`src/rtl/job_dispatcher_if.sv`:
```
// Header-in and result-out word streams between the host path and job_dispatcher.
// Both streams: a word moves on a rising edge with valid && ready; the sender holds valid
// and data stable until that edge, and valid never waits on ready.
interface job_dispatcher_if;
   logic        in_valid;
   logic        in_ready;
   logic [31:0] in_data;
   logic        out_valid;
   logic        out_ready;
   logic [31:0] out_data;
   logic        out_last;

   modport master (
      output in_valid,
      output in_data,
      output out_ready,
      input  in_ready,
      input  out_valid,
      input  out_data,
      input  out_last
   );

   modport slave (
      input  in_valid,
      input  in_data,
      input  out_ready,
      output in_ready,
      output out_valid,
      output out_data,
      output out_last
   );
endinterface

```
`src/rtl/job_dispatcher.sv`:
```
// Loads a 20-word block-header job, drives the mining supervisor through reset/run,
// captures its result and returns a 10-word result packet.
module job_dispatcher #(
   parameter int unsigned RESET_CYCLES = 2
) (
   input  logic             clk,
   input  logic             reset_n,
   job_dispatcher_if.slave  bus,
   input  logic             abort,
   output logic             sup_reset,
   output logic             sup_start,
   output logic [31:0]      sup_version,
   output logic [31:0]      sup_timestamp,
   output logic [31:0]      sup_bits,
   output logic [31:0]      sup_target_bits,
   output logic [255:0]     sup_hash_prev,
   output logic [255:0]     sup_merkle_root,
   input  logic             sup_process_complete,
   input  logic             sup_success,
   input  logic [31:0]      sup_nonce_out,
   input  logic [255:0]     sup_hash_out,
   output logic             busy,
   output logic [15:0]      jobs_done,
   output logic [2:0]       dbg_state
);

   typedef enum logic [2:0] {
      IDLE    = 3'd0,
      CLEAR   = 3'd1,
      RUN     = 3'd2,
      CAPTURE = 3'd3,
      SEND    = 3'd4
   } state_t;

   state_t         state_q;
   logic [4:0]     wi_q;
   logic [3:0]     ri_q;
   logic [7:0]     cnt_q;
   logic [31:0]    version_q;
   logic [31:0]    timestamp_q;
   logic [31:0]    bits_q;
   logic [31:0]    target_q;
   logic [255:0]   hash_prev_q;
   logic [255:0]   merkle_q;
   logic           success_q;
   logic [31:0]    nonce_q;
   logic [255:0]   hash_q;
   logic [15:0]    jobs_done_q;

   logic           out_fire;
   logic [2:0]     hp_sel;
   logic [2:0]     mr_sel;
   logic [2:0]     rw_sel;
   logic [255:0]   hash_d;
   logic [15:0]    jobs_done_d;
   logic [31:0]    out_data_d;

   assign out_fire    = bus.out_ready && (state_q == SEND);
   assign hp_sel      = 3'(wi_q - 5'd1);
   assign mr_sel      = 3'(wi_q - 5'd9);
   assign rw_sel      = 3'(ri_q - 4'd2);
   // On exhaustion the supervisor's hash is stale, so it is never let into the packet.
   assign hash_d      = sup_success ? sup_hash_out : '0;
   assign jobs_done_d = jobs_done_q + 16'd1;

   always_ff @(posedge clk or negedge reset_n) begin
      if (!reset_n) begin
         state_q     <= IDLE;
         wi_q        <= '0;
         ri_q        <= '0;
         cnt_q       <= '0;
         version_q   <= '0;
         timestamp_q <= '0;
         bits_q      <= '0;
         target_q    <= '0;
         hash_prev_q <= '0;
         merkle_q    <= '0;
         success_q   <= 1'b0;
         nonce_q     <= '0;
         hash_q      <= '0;
         jobs_done_q <= '0;
      end else begin
         case (state_q)
            IDLE: begin
               if (abort) begin
                  wi_q <= '0;
               end else if (bus.in_valid) begin
                  case (wi_q)
                     5'd0:    version_q   <= bus.in_data;
                     5'd17:   timestamp_q <= bus.in_data;
                     5'd18:   bits_q      <= bus.in_data;
                     5'd19:   target_q    <= bus.in_data;
                     default: begin
                        if (wi_q <= 5'd8) hash_prev_q[{hp_sel, 5'b0} +: 32] <= bus.in_data;
                        else              merkle_q[{mr_sel, 5'b0} +: 32]    <= bus.in_data;
                     end
                  endcase
                  if (wi_q == 5'd19) begin
                     wi_q    <= '0;
                     cnt_q   <= 8'(RESET_CYCLES);
                     state_q <= CLEAR;
                  end else begin
                     wi_q <= wi_q + 5'd1;
                  end
               end
            end
            CLEAR: begin
               if (abort)               state_q <= IDLE;
               else if (cnt_q <= 8'd1)  state_q <= RUN;
               else                     cnt_q   <= cnt_q - 8'd1;
            end
            RUN: begin
               // Abort takes priority over a completion arriving on the same edge.
               if (abort) begin
                  state_q <= IDLE;
               end else if (sup_process_complete) begin
                  success_q <= sup_success;
                  nonce_q   <= sup_nonce_out;
                  hash_q    <= hash_d;
                  state_q   <= CAPTURE;
               end
            end
            CAPTURE: begin
               ri_q    <= '0;
               state_q <= SEND;
            end
            SEND: begin
               if (out_fire) begin
                  if (ri_q == 4'd9) begin
                     ri_q        <= '0;
                     jobs_done_q <= jobs_done_d;
                     state_q     <= IDLE;
                  end else begin
                     ri_q <= ri_q + 4'd1;
                  end
               end
            end
            default: state_q <= IDLE;
         endcase
      end
   end

   always_comb begin
      out_data_d = '0;
      if (state_q == SEND) begin
         if (ri_q == 4'd0)      out_data_d = {31'b0, success_q};
         else if (ri_q == 4'd1) out_data_d = nonce_q;
         else                   out_data_d = hash_q[{rw_sel, 5'b0} +: 32];
      end
   end

   assign bus.in_ready  = (state_q == IDLE);
   assign bus.out_valid = (state_q == SEND);
   assign bus.out_data  = out_data_d;
   assign bus.out_last  = (state_q == SEND) && (ri_q == 4'd9);

   assign sup_reset = (state_q == IDLE) || (state_q == CLEAR) || (state_q == CAPTURE);
   assign sup_start = (state_q == RUN);
   assign busy      = (state_q != IDLE);
   assign dbg_state = state_q;

   assign sup_version     = version_q;
   assign sup_timestamp   = timestamp_q;
   assign sup_bits        = bits_q;
   assign sup_target_bits = target_q;
   assign sup_hash_prev   = hash_prev_q;
   assign sup_merkle_root = merkle_q;
   assign jobs_done       = jobs_done_q;

endmodule

```
`src/flat_wrapper.sv`:
```
// flat-port wrapper written by rule: the top's interface ports become plain ports
module job_dispatcher_flat 
#(
   parameter int unsigned RESET_CYCLES = 2
)
  (clk, reset_n, abort, sup_reset, sup_start, sup_version, sup_timestamp, sup_bits, sup_target_bits, sup_hash_prev, sup_merkle_root, sup_process_complete, sup_success, sup_nonce_out, sup_hash_out, busy, jobs_done, dbg_state, bus_in_valid, bus_in_data, bus_out_ready, bus_in_ready, bus_out_valid, bus_out_data, bus_out_last);
  job_dispatcher_if bus_i ();
  input  logic clk;
  input  logic reset_n;
  input  logic abort;
  output logic sup_reset;
  output logic sup_start;
  output logic [31:0] sup_version;
  output logic [31:0] sup_timestamp;
  output logic [31:0] sup_bits;
  output logic [31:0] sup_target_bits;
  output logic [255:0] sup_hash_prev;
  output logic [255:0] sup_merkle_root;
  input  logic sup_process_complete;
  input  logic sup_success;
  input  logic [31:0] sup_nonce_out;
  input  logic [255:0] sup_hash_out;
  output logic busy;
  output logic [15:0] jobs_done;
  output logic [2:0] dbg_state;
  input wire logic [$bits(bus_i.in_valid)-1:0] bus_in_valid;
  input wire logic [$bits(bus_i.in_data)-1:0] bus_in_data;
  input wire logic [$bits(bus_i.out_ready)-1:0] bus_out_ready;
  output wire logic [$bits(bus_i.in_ready)-1:0] bus_in_ready;
  output wire logic [$bits(bus_i.out_valid)-1:0] bus_out_valid;
  output wire logic [$bits(bus_i.out_data)-1:0] bus_out_data;
  output wire logic [$bits(bus_i.out_last)-1:0] bus_out_last;
  assign bus_i.in_valid = bus_in_valid;
  assign bus_i.in_data = bus_in_data;
  assign bus_i.out_ready = bus_out_ready;
  assign bus_in_ready = bus_i.in_ready;
  assign bus_out_valid = bus_i.out_valid;
  assign bus_out_data = bus_i.out_data;
  assign bus_out_last = bus_i.out_last;
  job_dispatcher #(.RESET_CYCLES(RESET_CYCLES)) u_core (.clk(clk), .reset_n(reset_n), .bus(bus_i), .abort(abort), .sup_reset(sup_reset), .sup_start(sup_start), .sup_version(sup_version), .sup_timestamp(sup_timestamp), .sup_bits(sup_bits), .sup_target_bits(sup_target_bits), .sup_hash_prev(sup_hash_prev), .sup_merkle_root(sup_merkle_root), .sup_process_complete(sup_process_complete), .sup_success(sup_success), .sup_nonce_out(sup_nonce_out), .sup_hash_out(sup_hash_out), .busy(busy), .jobs_done(jobs_done), .dbg_state(dbg_state));
endmodule
```
`config.mk`:
```
export PLATFORM = sky130hd
export DESIGN_NAME = job_dispatcher_flat
export DESIGN_NICKNAME = d
export VERILOG_FILES = /design/src/rtl/job_dispatcher_if.sv /design/src/rtl/job_dispatcher.sv /design/src/flat_wrapper.sv
export SDC_FILE = /design/constraint.sdc
export NUM_CORES = 1
export LEC_CHECK = 0
export CAP_MARGIN = 20
export CORE_AREA = 2 2 399 401
export DETAILED_ROUTE_END_ITERATION = 6
export DIE_AREA = 0 0 401 403
export PLACE_DENSITY = 0.5
export SLEW_MARGIN = 40
export SYNTH_ARGS = -nofsm -noshare
export SYNTH_HDL_FRONTEND = slang
export SYNTH_SLANG_ARGS = --single-unit
```
`constraint.sdc`:
```
create_clock -name clk -period 5.75 [get_ports clk]
set_clock_uncertainty 0.05 [all_clocks]
set_input_delay 1.15 -clock clk [delete_from_list [all_inputs] [get_ports clk]]
set_output_delay 1.15 -clock clk [all_outputs]
set_load 0.03 [all_outputs]
```
==> metrics.md, run 1 <==
| Metric | Value |
|---|---|
| Worst-path cell chain | `ha_2 > buf_4 > mux2i_1 > a211oi_1 > clkdlybuf4s50_1` |
| Pwr/cell area | `407 nW/um^2` |
| Filler cells | `~16k` |
| Clk Tree Root Cell | `clkbuf_16` |
| I/O Buffers | `approximately 1.0k` |
| Post-cts sizing count | `0` |
| Largest net degree at the start of global routing | `142` |
| Synth async-reset ratio | `100%` |
| CP Capture Type | `primary output` |
| Worst-case clock buffer depth | `3` |
| Max incr delay on CP | `between 0.6 and 0.7 ns` |
| RSZ-0062 raised after global routing | `no` |
| Pwr Total | `23.2 mW` |
| Number of synthesized register bits | `965` |
| Area of the multi-input gates | `15500 sq um` |
| Setup TNS | `0 ns` |
| Vert. Die Dim | `around 400 um` |
| Placed cell count | `6093` |
| Via count | `28.9k` |
| CTS tree | `built` |
| Tot GR Track Use | `about a fifth` |
| Max-cap violations | `0` |
| Nets | `4478` |
| Final Util | `36.3%` |
| Number of enable flip-flop cells after synthesis | `0` |
| CP Class | `reg2out` |
| Remaining Overflow, GRT | `0` |
| CTS Buf Count | `around 110` |
| Primary FF master, synth | `dfrtp_1` |
| Buffer count from post-CTS setup fixing | `0` |
| Register area | `~24000 sq um` |
| Worst Hold Class | `in2async` |
| Synth area leaders | `dfrtp_1 59%, mux2_2 17%, nand2_1 5.0%` |
| Initial Utilization | `25.9%` |
| Static Leak | `25.7 nW` |
| Final Cell Area | `57100 sq um` |
| Post-layout instance count excluding filler cells | `6320` |
| Initial antenna violation count | `48` |
| IO Pins | `1024` |
| Row count | `between 100 and 150` |
| Ys Warns | `0` |
| Final WL | `between 150000 and 200000 um` |
| Post-detail-place hpwl | `123000 um` |
| Slowest-stage cell, CP | `ha_2` |
| Worst slew margin | `43.4%` |
| Area Growth Syn to Fin | `39.8%` |
| CTS Hold Bufs | `0` |
| Vias in the first global route | `29.0k` |
| Syn Nets | `~3.5k` |
| Setup violators final | `0` |
| Worst-path clk slew | `0.06 ns` |
| Arr. time, crit path | `~3.9 ns` |
| Fraction of layout cells with a size suffix above 1 | `23.2%` |
| Post-route DRC | `0` |
| Fin. max-slew vios | `0` |
| Required @ worst endpoint | `~4.6 ns` |
| Post-DRT Antenna Nets | `0` |
| Worst Max-Slew Pin Slew | `approximately 0.84 ns` |
| Worst VDD drop | `roughly 0.27 mV` |
| Drt via density | `4.58` |
| Minimum clock period | `5.06 ns` |
| Htree depth | `3` |
| FMAX | `198 MHz` |
| Syn Area/Cell | `12.9 sq um` |
| Drt first pass iters | `6` |
| Die X | `401 um` |
| Hold Vio Cnt, Final | `0` |
| CP startpoint kind | `flip-flop` |
| Synth unique cells | `60` |
| Gpl congestion | `slightly above 0.9` |
| Core footprint | `157000 sq um` |
| Detailed Route Iter0 Violations | `1811` |
| Clk sinks | `965` |
| Post-synthesis cell count | `3157` |
| Share of the synthesized area in the top cell type | `59.1%` |
| Post-Syn Area | `roughly 40000 sq um` |
| Final period util | `87.9%` |
| Die Area | `162000 sq um` |
| Crit path max fanout | `21` |
| Placed Instance Area | `53300 sq um` |
| First-pass GRT wire length | `about 230000 um` |
| Routed len/inst | `26.2 um` |
| Synth area leader | `dfrtp_1` |
| Sequential area share after synthesis | `around three fifths` |
| Outcome | `finished clean` |
| Clock Latency Late Sink | `0.74 ns` |
| Most frequent cell after synthesis | `dfrtp_1` |
| Commonest cells in the netlist | `965 x dfrtp_1, 603 x mux2_2, 540 x nand2_1` |
==> final timing paths <==
| path | startpoint | endpoint | slack, ns | cells past startpoint |
|---|---|---|---|---|
| min in group clk | u_core.hash_q[191] | u_core.hash_q[191] | 0.42 | 2 |
| max | u_core.ri_q[1] | bus_out_data[15] | 0.69 | 5 |
| min reg2reg | u_core.hash_q[191] | u_core.hash_q[191] | 0.42 | 2 |
| min | reset_n | u_core.hash_q[15] | 0.23 | 1 |
| max in group asynchronous | reset_n | u_core.sup_hash_prev[221] | 3.91 | 3 |
| max reg2reg | u_core.wi_q[0] | u_core.sup_merkle_root[182] | 1.66 | 9 |
==> per-layer routing <==
layer	routed length [um]	track usage (%)	up-vias
li1	-	-	12915
met1	70300	25.6	14831
met2	78500	32.7	934
met3	11800	5.94	235
met4	4710	5.81	16
met5	102	0	-
==> through the flow <==
step                setup slack (ns)  hold slack, ns
CTS                            0.571           0.184
global placement                1.18           0.406
floorplan                       1.66           0.395
detailed placement              1.29           0.414
global route                   0.482           0.206
finish                         0.693           0.234
==> final cells by class <==
type | instances | area share (%)
Sequential cell | 965 | 42.3
Multi-Input combinational cell | 1939 | 27.2
Timing Repair Buffer | 1103 | 19.2
Clock buffer | 171 | 5.77
Tap cell | 2072 | 4.54
Clock inverter | 33 | 0.817
Inverter | 17 | 0.112
Antenna cell | 20 | 0.0876
==> power breakdown <==
group          switching [mW]  leakage [nW]  internal [mW]
clock                    3.07          1.84           4.27
combinational            4.22          10.6           2.81
sequential              0.849          13.2           8.03
==> state kept, by name, indices dropped and copies added (netlist names), 32 cells and up <==
signal	cells
u_core.sup_timestamp	32
u_core.sup_version	32
u_core.sup_merkle_root	256
u_core.sup_target_bits	32
u_core.sup_hash_prev	256
u_core.nonce_q	32
u_core.sup_bits	32
u_core.hash_q	256
==> worst max-delay path: cells and delay by family (launching register included) <==
kind	cells	cell delay [ns]
DFF	1	0.49
muxes	1	0.62
AOI/OAI and AO/OA	1	0.17
buffers and inverters	2	1.15
adders and majority gates	1	0.65
==> cells by family after synthesis <==
family                   after synthesis  share of synthesized area [%]
AO/OA/AOI/OAI                        324                           4.32
XOR/XNOR                              19                          0.426
adder cells (fa/ha/maj)               14                          0.429
buffers and inverters                253                           3.22
flip-flops                           965                           59.1
multiplexers                         777                           23.0
AND/OR/NAND/NOR                      805                           9.51
==> layout by cell type, fill, tap and decap left out, drive strengths merged, types with 8 or more instances in the layout <==
cell type | synthesis | final
a211oi | 32 | 32
mux4 | 62 | 62
nor4 | 21 | 21
nor3 | 9 | 9
nand2 | 540 | 540
diode | 0 | 20
nand2b | 11 | 11
nand4 | 9 | 9
ha | 14 | 14
clkinv | 1 | 19
mux2i | 41 | 41
clkbuf | 132 | 172
nand3 | 13 | 13
dfrtp | 965 | 965
inv | 16 | 22
xor2 | 11 | 11
nor2 | 46 | 46
mux2 | 674 | 674
o21ai | 270 | 270
clkdlybuf4s50 | 0 | 1007
buf | 104 | 95
xnor2 | 8 | 8
and2 | 128 | 128
No activity file was read; power rests on OpenSTA's default activity.
==> run 2: changes to the inputs <==
- CAP_MARGIN: 20 -> unset
==> results of run 2 <==
Final layout, timing and power as in run 1 (identical DEF).
==> run 3: changes to the inputs <==
- CELL_PAD_IN_SITES_DETAIL_PLACEMENT: unset -> 1
- CELL_PAD_IN_SITES_GLOBAL_PLACEMENT: unset -> 1
- CORE_AREA: 2 2 399 401 -> 2 2 402 404
- DIE_AREA: 0 0 401 403 -> 0 0 404 406
- PLACE_DENSITY: 0.5 -> 0.58
- clock period: 5.75 -> 4.8 ns (I/O delays scaled with it)
==> metrics.md, run 3 (same netlist as run 1, synthesis figures left out) <==
| Metric | Value |
|---|---|
| Routed len/inst | `27.2 um (+3.8%)` |
| Clock Latency Late Sink | `0.73 ns (about the same)` |
| Commonest non-fill, non-tap cells in the layout | `970 x clkdlybuf4s50_1, 962 x dfrtp_1, 603 x mux2_2, 539 x nand2_1, 269 x o21ai_0` |
| Final Cell Area | `57300 sq um (+0.31%)` |
| Core footprint | `160000 sq um (+1.4%)` |
| Detailed Route Iter0 Violations | `1537 (-15%)` |
| CTS Hold Bufs | `0 (unchanged)` |
| Worst-path clk slew | `0.06 ns (about the same)` |
| Buffer count from post-CTS setup fixing | `0 (unchanged)` |
| RSZ-0062 raised after global routing | `no` |
| Minimum clock period | `4.30 ns` |
| Via count | `29.2k (+0.90%)` |
| IO Pins | `1024 (unchanged)` |
| Remaining Overflow, GRT | `0 (unchanged)` |
| Vert. Die Dim | `406 um (+0.74%)` |
| Vias in the first global route | `30.9k (+6.5%)` |
| I/O Buffers | `1023 (unchanged)` |
| Die X | `404 um (+0.75%)` |
| CTS tree | `built` |
| Final WL | `172000 um (+4.2%)` |
| Fraction of layout cells with a size suffix above 1 | `24.3% (+1.1 points)` |
| Worst Hold Class | `reg2reg` |
| FMAX | `233 MHz` |
| Pwr/cell area | `485 nW/um^2 (+19%)` |
| Gpl congestion | `0.841 (-7.6%)` |
| First-pass GRT wire length | `243000 um (+4.7%)` |
| Placed Instance Area | `53600 sq um (+0.51%)` |
| CTS Buf Count | `110 (-0.90%)` |
| Initial antenna violation count | `34 (-29%)` |
| Crit path max fanout | `21 (unchanged)` |
| Outcome | `finished clean` |
| Fin. max-slew vios | `0 (unchanged)` |
| Nets | `4499 (+0.47%)` |
| Htree depth | `3 (unchanged)` |
| Static Leak | `25.8 nW (+0.66%)` |
| Crit path capture | `bus_out_data[5]` |
| CP Class | `reg2out` |
| Critical Path Source | `u_core.ri_q[1]` |
| Commonest non-fill, non-tap cell in the layout | `clkdlybuf4s50_1` |
| Largest net degree at the start of global routing | `129 (-9.2%)` |
| Tot GR Track Use | `20.7% (+0.65 points)` |
| Max-cap violations | `0 (unchanged)` |
| Drt first pass iters | `5 (-1)` |
| Reg2reg path depth | `9 (unchanged)` |
| Post-detail-place hpwl | `130000 um (+5.6%)` |
| Worst Max-Slew Pin Slew | `0.833 ns (-0.00354 ns)` |
| Required @ worst endpoint | `3.79 ns (-0.76 ns)` |
| Worst slew margin | `44.3% (+0.94 points)` |
| R2r setup slk | `0.70 ns (-0.96 ns)` |
| Clk sinks | `965 (unchanged)` |
| Post-DRT Antenna Nets | `0 (unchanged)` |
| Post-route DRC | `0 (unchanged)` |
| CP startpoint kind | `flip-flop` |
| Worst VDD drop | `0.319 mV (+20%)` |
| Arr. time, crit path | `3.29 ns (-0.57 ns)` |
| Area Growth Syn to Fin | `40.2%` |
| Hold Vio Cnt, Final | `0 (unchanged)` |
| Setup violators final | `0 (unchanged)` |
| Setup TNS | `0 ns (unchanged)` |
| Clk Tree Root Cell | `clkbuf_16` |
| Post-cts sizing count | `0 (unchanged)` |
| Worst-case clock buffer depth | `3 (unchanged)` |
| Worst R2R Start | `u_core.wi_q[0]` |
| Initial Utilization | `25.6% (-0.35 points)` |
| Drt via density | `4.60 (+0.53%)` |
| Row count | `147 (+0.68%)` |
| CP Capture Type | `primary output` |
| RR Endpoint | `u_core.sup_hash_prev[168]` |
| Die Area | `164000 sq um (+1.5%)` |
| Final period util | `89.5%` |
[run 3: cell count changes in the layout (fill, tap and decap cells not counted), sizes merged]
cell	previous run	this run
buf	95	153
bufinv	7	6
clkbuf	172	160
clkdlybuf4s50	1007	970
clkinv	19	32
clkinvlp	2	3
diode	20	12
dlygate4sd3	0	1
inv	22	16
[run 3: report_power, final]
part	leakage, nW	internal [mW]	total, mW	switching, mW
registers	13.2	9.62	10.5	0.898
clock network	1.79	4.89	8.51	3.63
logic	10.9	3.48	8.73	5.25
[run 3: area by class of cell]
type	count	area [sq um]
antenna	12	30.0
multi-input combinational	1939	15500
timing repair buffer	1125	11300
sequential	965	24200
inverter	17	63.8
clock buffer	159	3140
tap	2086	2610
fill	17058	102000
clock inverter	40	531
[run 3: per-layer routing]
metal / vias up / global-route usage, % / part of all wire, % / routed length [um]
met4: 26 / 8.58 / 4.2 / 7320
li1: 12899 / - / - / -
met1: 15092 / 24.7 / 40 / 69100
met2: 907 / 34.5 / 48 / 82700
met5: - / 0 / 0.099 / 170
met3: 266 / 6.39 / 7.6 / 13100
[run 3: worst min-delay path by stage]
stage | from | end | slack (ns) | depth (start not counted)
after floorplan | u_core.hash_q[10] | u_core.hash_q[10] | 0.39 | 2
after global placement | u_core.hash_q[183] | u_core.hash_q[183] | 0.41 | 2
after detailed placement | u_core.jobs_done[15] | u_core.jobs_done[15] | 0.41 | 1
after CTS | reset_n | u_core.sup_merkle_root[161] | 0.16 | 1
after global routing | u_core.hash_q[138] | u_core.hash_q[138] | 0.45 | 2
final | u_core.jobs_done[15] | u_core.jobs_done[15] | 0.42 | 1
[run 3: through the flow]
| stage | cells | worst slack, ns | util, % | power (mW) | hold slack [ns] |
|---|---|---|---|---|---|
| global route | 6337 | 0.314 | 35.9 | 29.2 | 0.450 |
| detailed placement | 6130 | 0.780 | 33.5 | 19.5 | 0.412 |
| finish | 6343 | 0.502 | 35.9 | 27.8 | 0.422 |
| global placement | 6127 | 0.883 | 33.5 | 19.2 | 0.405 |
| CTS | 6329 | 0.367 | 35.8 | 28.2 | 0.161 |
| floorplan | 3157 | 0.895 | - | 15.3 | 0.395 |
[run 3: worst max-delay path, cell delays in order (launching register included)]
cell,delay (ns)
dfrtp_4,0.56
inv_1,0.13
ha_1,0.16
or3b_2,0.78
buf_12,0.29
a211oi_1,0.45
buf_12,0.19
